$ cat src/rtl/pulse_pkg.sv
// Shared definitions for the edge/pulse conditioning blocks: FSM state encoding,
// initial-level encodings and a helper that maps a reset level to its stable state.
package pulse_pkg;

    typedef enum logic [1:0] {
        STABLE_LO = 2'd0,
        CHK_HI    = 2'd1,
        STABLE_HI = 2'd2,
        CHK_LO    = 2'd3
    } pulse_state_e;

    localparam logic INIT_LO = 1'b0;
    localparam logic INIT_HI = 1'b1;

    function automatic pulse_state_e init_state(input logic init_level);
        if (init_level == INIT_HI) begin
            init_state = STABLE_HI;
        end else begin
            init_state = STABLE_LO;
        end
    endfunction

endpackage

$ cat src/rtl/sync_chain.sv
// Multi-flop synchronizer for a single asynchronous bit; resets to INIT.
module sync_chain #(
    parameter int   STAGES = 2,
    parameter logic INIT   = 1'b0
) (
    input  logic clk,
    input  logic rst_n,
    input  logic d,
    output logic q
);

    logic [STAGES-1:0] sync_r;

    // Shift the raw input through the synchronizer flops.
    always_ff @(posedge clk or negedge rst_n) begin
        if (!rst_n) begin
            sync_r <= {STAGES{INIT}};
        end else begin
            sync_r <= {sync_r[STAGES-2:0], d};
        end
    end

    assign q = sync_r[STAGES-1];

endmodule

$ cat src/rtl/edge_pulse_gen.sv
// Synchronize, debounce and edge-detect a raw asynchronous level.
// Optional feature macro: EDGE_CNT_EN adds a saturating accepted-edge counter.
module edge_pulse_gen
    import pulse_pkg::*;
#(
    parameter int   SYNC_STAGES = 2,
    parameter int   FILTER_LEN  = 8,
    parameter int   CNT_W       = 8,
    parameter logic INIT_LEVEL  = 1'b0,
    parameter int   ECNT_W      = 16
) (
    input  logic              clk,
    input  logic              rst_n,
    input  logic              d_in,
    output logic              level,
    output logic              rise_p,
    output logic              fall_p
`ifdef EDGE_CNT_EN
    ,
    input  logic              edge_cnt_clr,
    output logic [ECNT_W-1:0] edge_cnt
`endif
);

    localparam logic [CNT_W-1:0] CNT_ZERO = {CNT_W{1'b0}};
    localparam logic [CNT_W-1:0] CNT_ONE  = CNT_W'(1);
    localparam logic [CNT_W-1:0] CNT_LAST = CNT_W'(FILTER_LEN - 1);

    if (SYNC_STAGES < 2) begin : g_bad_sync
        $error("edge_pulse_gen: SYNC_STAGES must be at least 2");
    end
    if (FILTER_LEN < 2) begin : g_bad_filter
        $error("edge_pulse_gen: FILTER_LEN must be at least 2");
    end
    if ((64'd1 << CNT_W) <= 64'(FILTER_LEN)) begin : g_bad_cnt_w
        $error("edge_pulse_gen: CNT_W too narrow for FILTER_LEN");
    end
    if (ECNT_W < 1) begin : g_bad_ecnt_w
        $error("edge_pulse_gen: ECNT_W must be at least 1");
    end

    logic             ds_s;
    pulse_state_e     state_r;
    pulse_state_e     state_nxt_s;
    logic [CNT_W-1:0] cnt_r;
    logic [CNT_W-1:0] cnt_nxt_s;
    logic             level_r;
    logic             level_nxt_s;
    logic             rise_r;
    logic             rise_nxt_s;
    logic             fall_r;
    logic             fall_nxt_s;

    sync_chain #(
        .STAGES (SYNC_STAGES),
        .INIT   (INIT_LEVEL)
    ) u_sync (
        .clk   (clk),
        .rst_n (rst_n),
        .d     (d_in),
        .q     (ds_s)
    );

    // Debounce FSM: a new value must be seen FILTER_LEN samples in a row to be accepted.
    always_comb begin
        state_nxt_s = state_r;
        cnt_nxt_s   = cnt_r;
        level_nxt_s = level_r;
        rise_nxt_s  = 1'b0;
        fall_nxt_s  = 1'b0;
        case (state_r)
            STABLE_LO: begin
                if (ds_s) begin
                    state_nxt_s = CHK_HI;
                    cnt_nxt_s   = CNT_ONE;
                end else begin
                    cnt_nxt_s   = CNT_ZERO;
                end
            end
            CHK_HI: begin
                if (!ds_s) begin
                    state_nxt_s = STABLE_LO;
                    cnt_nxt_s   = CNT_ZERO;
                end else if (cnt_r == CNT_LAST) begin
                    state_nxt_s = STABLE_HI;
                    cnt_nxt_s   = CNT_ZERO;
                    level_nxt_s = 1'b1;
                    rise_nxt_s  = 1'b1;
                end else begin
                    cnt_nxt_s   = cnt_r + CNT_ONE;
                end
            end
            STABLE_HI: begin
                if (!ds_s) begin
                    state_nxt_s = CHK_LO;
                    cnt_nxt_s   = CNT_ONE;
                end else begin
                    cnt_nxt_s   = CNT_ZERO;
                end
            end
            CHK_LO: begin
                if (ds_s) begin
                    state_nxt_s = STABLE_HI;
                    cnt_nxt_s   = CNT_ZERO;
                end else if (cnt_r == CNT_LAST) begin
                    state_nxt_s = STABLE_LO;
                    cnt_nxt_s   = CNT_ZERO;
                    level_nxt_s = 1'b0;
                    fall_nxt_s  = 1'b1;
                end else begin
                    cnt_nxt_s   = cnt_r + CNT_ONE;
                end
            end
            default: begin
                state_nxt_s = init_state(level_r);
                cnt_nxt_s   = CNT_ZERO;
            end
        endcase
    end

    // State, counter and registered outputs.
    always_ff @(posedge clk or negedge rst_n) begin
        if (!rst_n) begin
            state_r <= init_state(INIT_LEVEL);
            cnt_r   <= CNT_ZERO;
            level_r <= INIT_LEVEL;
            rise_r  <= 1'b0;
            fall_r  <= 1'b0;
        end else begin
            state_r <= state_nxt_s;
            cnt_r   <= cnt_nxt_s;
            level_r <= level_nxt_s;
            rise_r  <= rise_nxt_s;
            fall_r  <= fall_nxt_s;
        end
    end

    assign level  = level_r;
    assign rise_p = rise_r;
    assign fall_p = fall_r;

`ifdef EDGE_CNT_EN
    localparam logic [ECNT_W-1:0] ECNT_ZERO = {ECNT_W{1'b0}};
    localparam logic [ECNT_W-1:0] ECNT_ONE  = ECNT_W'(1);
    localparam logic [ECNT_W-1:0] ECNT_MAX  = {ECNT_W{1'b1}};

    logic [ECNT_W-1:0] edge_cnt_r;

    // Count accepted edges in the same cycle their pulse is registered; a clear
    // coinciding with an edge still records that edge.
    always_ff @(posedge clk or negedge rst_n) begin
        if (!rst_n) begin
            edge_cnt_r <= ECNT_ZERO;
        end else if (edge_cnt_clr && (rise_nxt_s || fall_nxt_s)) begin
            edge_cnt_r <= ECNT_ONE;
        end else if (edge_cnt_clr) begin
            edge_cnt_r <= ECNT_ZERO;
        end else if ((rise_nxt_s || fall_nxt_s) && (edge_cnt_r != ECNT_MAX)) begin
            edge_cnt_r <= edge_cnt_r + ECNT_ONE;
        end else begin
            edge_cnt_r <= edge_cnt_r;
        end
    end

    assign edge_cnt = edge_cnt_r;
`endif

endmodule

$ cat config.mk
export PLATFORM = sky130hd
export DESIGN_NAME = edge_pulse_gen
export DESIGN_NICKNAME = d
export VERILOG_FILES = /design/src/rtl/pulse_pkg.sv /design/src/rtl/sync_chain.sv /design/src/rtl/edge_pulse_gen.sv
export SDC_FILE = /design/constraint.sdc
export NUM_CORES = 1
export LEC_CHECK = 0
export ABC_AREA = 1
export ABC_CLOCK_PERIOD_IN_PS = 2550
export CAP_MARGIN = 10
export CORE_AREA = 4 4 53 55
export DETAILED_ROUTE_END_ITERATION = 16
export DIE_AREA = 0 0 57 59
export PLACE_DENSITY_LB_ADDON = 0.25
export SLEW_MARGIN = 25
export SYNTH_ARGS = -nofsm -noshare
export SYNTH_HDL_FRONTEND = slang
export SYNTH_SLANG_ARGS = --single-unit
$ cat constraint.sdc
create_clock -name clk -period 2.55 [get_ports clk]
set_input_delay 0.255 -clock clk [delete_from_list [all_inputs] [get_ports clk]]
set_output_delay 0.255 -clock clk [all_outputs]
set_load 0.02 [all_outputs]
==> reports/metrics.yaml <==
status:
  run_status: "finished, final reports clean"
synthesis:
  ys.flop_type: "dfrtp_1"
  async_flop_share_pct: 100
  synthTopCellsByCount: "17 x nand2_1, 15 x dfrtp_1, 13 x inv_1"
  synth.top_cell.area_share_pct: 56.5
  yosys.area.top_type: "dfrtp_1"
  ys_seq_area_share_pct: 56.5
  synth_edf_count: 0
  synthTopCellsByArea: "dfrtp_1 56%, nand2_1 9.6%, inv_1 7.3%, nor2_1 5.6%, nand3_1 4.5%"
  yosysUniqueCellTypes: 15
  synth_nets: 80
  synth-warning-count: 0
  syn_inst: 76
  synth.avg_cell_area_um2: 8.74
  yosysMostFrequentCell: "nand2_1"
  syn_area_um2: 664
  ys_ff_latch: 15
timing:
  final-hold-violation-count: 0
  max_slew_margin_pct: 56.6
  drv_slew: 0
  rsz0062_at_grt: "no"
  hold_ws_ns: 0.362
  min_period_ns: 1.49
  worstMarginPinSlew_ns: 0.649
  fmax_mhz: 671
  setup_ws_ns: 1.06
  post-route-period-util_pct: 58.5
  final.setup_skew_ns: 0.00174
  fin_setup_tns_ns: 0
  setup_viol: 0
power_and_ir_drop:
  ir_drop_v: 0.000320
  finalPower_uw: 394
  combPwrFrac_pct: 4.7
  switching_share_pct: 21.3
  p_int_uw: 310
  power_per_cell_area_mw_per_mm2: 507
  p_sw_uw: 84.1
  leakagePower_nw: 0.387
  seqPwrFrac_pct: 62.7
  share_clk_of_total_power_pct: 32.7
detailed_routing:
  routedWlPerCell_um: 9.79
  wl_um: 1130
  via_per_inst: 4.10
  drt_first_iter_violations: 7
  drcViolationCount: 0
  vias: 471
  ant_nets: 0
  drt_first_pass_iters: 4
worst_hold_path:
  hp-class: "flop to flop"
place:
  dp_hpwl_um: 855
  gp_congestion: 0.825
  place_area_um2: 752
  preCtsSetupSlack_ns: 1.32
  portBuffers: 5
  dp_cells: 111
finish:
  drive_gt1_share_pct: 7.06
  area_growth_pct: 17.1
  final_core_util_pct: 32.6
  seqCellArea_um2: 375
  finalNetCount: 90
  nFillCells: 268
  num_antenna_cells: 0
  fin_cells: 115
  multi_input_area_um2: 240
  final_cell_area_um2: 778
critical_path:
  cp_slowest_cell: "clkdlybuf4s50_1"
  worstPathMaxFanout: 2
  crit_chain: "clkdlybuf4s50_1"
  endpoint_kind: "output port"
  critical_path_class: "flop to output port"
  cp_data_required_time_ns: 2.30
  arrival_ns: 1.24
  max_stage_delay_ns: 0.61
  critPathBufInv: 1
  critPathLaunchType: "flop"
  crit_family: "buffers and inverters"
global_route:
  grt_max_degree: 16
  first_global_vias: 524
  gr-total-overflow: 0
  antenna_found_initial: 0
  grtUsageTotal_pct: 8.21
  grt_pass1_wl_um: 2040
cts:
  cts_tree: "built"
  post_cts_buffers: 0
  postCtsResizedCells: 0
  htree_num_levels: 1
  worst_setup_hold_path_clk_slew_ns: 0.08
  cts_root_buf: "clkbuf_4"
  clk_latency_ns: 0.27
  cts_buffers: 3
  tritoncts_num_sinks: 15
  hold_buffers: 0
  clk_path_buf_depth: 2
die:
  ioPinCount: 6
  fp.dieW_um: 57
  die-area_mm2: 0.00336
  chipHeight_um: 59
  row_count: 18
  start_util_pct: 27.8
  coreArea_mm2: 0.00239
flow_run:
  cap_violations: 0
## metal layers
layer  share of wire [%]  GRT usage (%)  wire [µm]
met5                   0              0          0
met1                  50           9.44        560
met4                0.71           5.96          8
met3                 4.3           3.05         48
met2                  45           12.6        510
## cell usage in the layout, fill, tap and decap left out
master           netlist  routed
nor2_1                10      10
nor4_1                 1       1
xnor2_1                1       1
nor2_2                 2       2
nand3_1                6       6
dfrtp_1               15      15
nand4_1                2       2
nor3_1                 1       1
o21bai_1               3       3
clkbuf_4               0       3
inv_1                 13      13
clkbuf_1               0       1
clkdlybuf4s50_1        0       5
ha_1                   1       1
xor2_1                 2       2
nand2_1               17      17
o21ai_0                1       1
nand2_2                1       1
## sequential cells by signal, indices dropped and copies added, names as in the netlist, named ones only
name	flops
rise_p	1
level	1
u_sync.sync_r	2
cnt_r	8
state_r	1
fall_p	1
## cells by family after synthesis
family	Yosys count	share of synthesized area (%)
XOR/XNOR	3	3.96
AO/OA/AOI/OAI	4	4.14
buffers and inverters	13	7.35
adder cells (fa/ha/maj)	1	1.88
flip-flops	15	56.5
AND/OR/NAND/NOR	40	26.2
## cell type report
| type | count | share of cell area (%) |
|---|---|---|
| clock buffers | 4 | 3.38 |
| well taps | 30 | 4.82 |
| flip-flops and latches | 15 | 48.2 |
| inverters | 13 | 6.27 |
| multi-input cells | 48 | 30.9 |
| repair buffers | 5 | 6.43 |
## worst paths after layout
path	start	end	slack [ns]	cells past startpoint
setup / recovery	level	level	1.06	1
hold / removal	u_sync.sync_r[0]	u_sync.sync_r[1]	0.36	0
setup reg to reg	cnt_r[0]	cnt_r[7]	1.31	6
hold reg to reg	u_sync.sync_r[0]	u_sync.sync_r[1]	0.36	0
max in group asynchronous	rst_n	u_sync.sync_r[1]	1.76	1
min in group asynchronous	rst_n	cnt_r[5]	0.38	1
## power by group through the flow
stage,combinational (mW),sequential (mW),clock (mW)
4_1_cts,0.0191,0.247,0.137
2_1_floorplan,0.00906,0.251,0
3_5_place_dp,0.0189,0.252,0
6_report,0.0183,0.247,0.129
5_1_grt,0.0216,0.248,0.154
3_3_place_gp,0.0189,0.252,0
(Power assumes the default switching activity.)
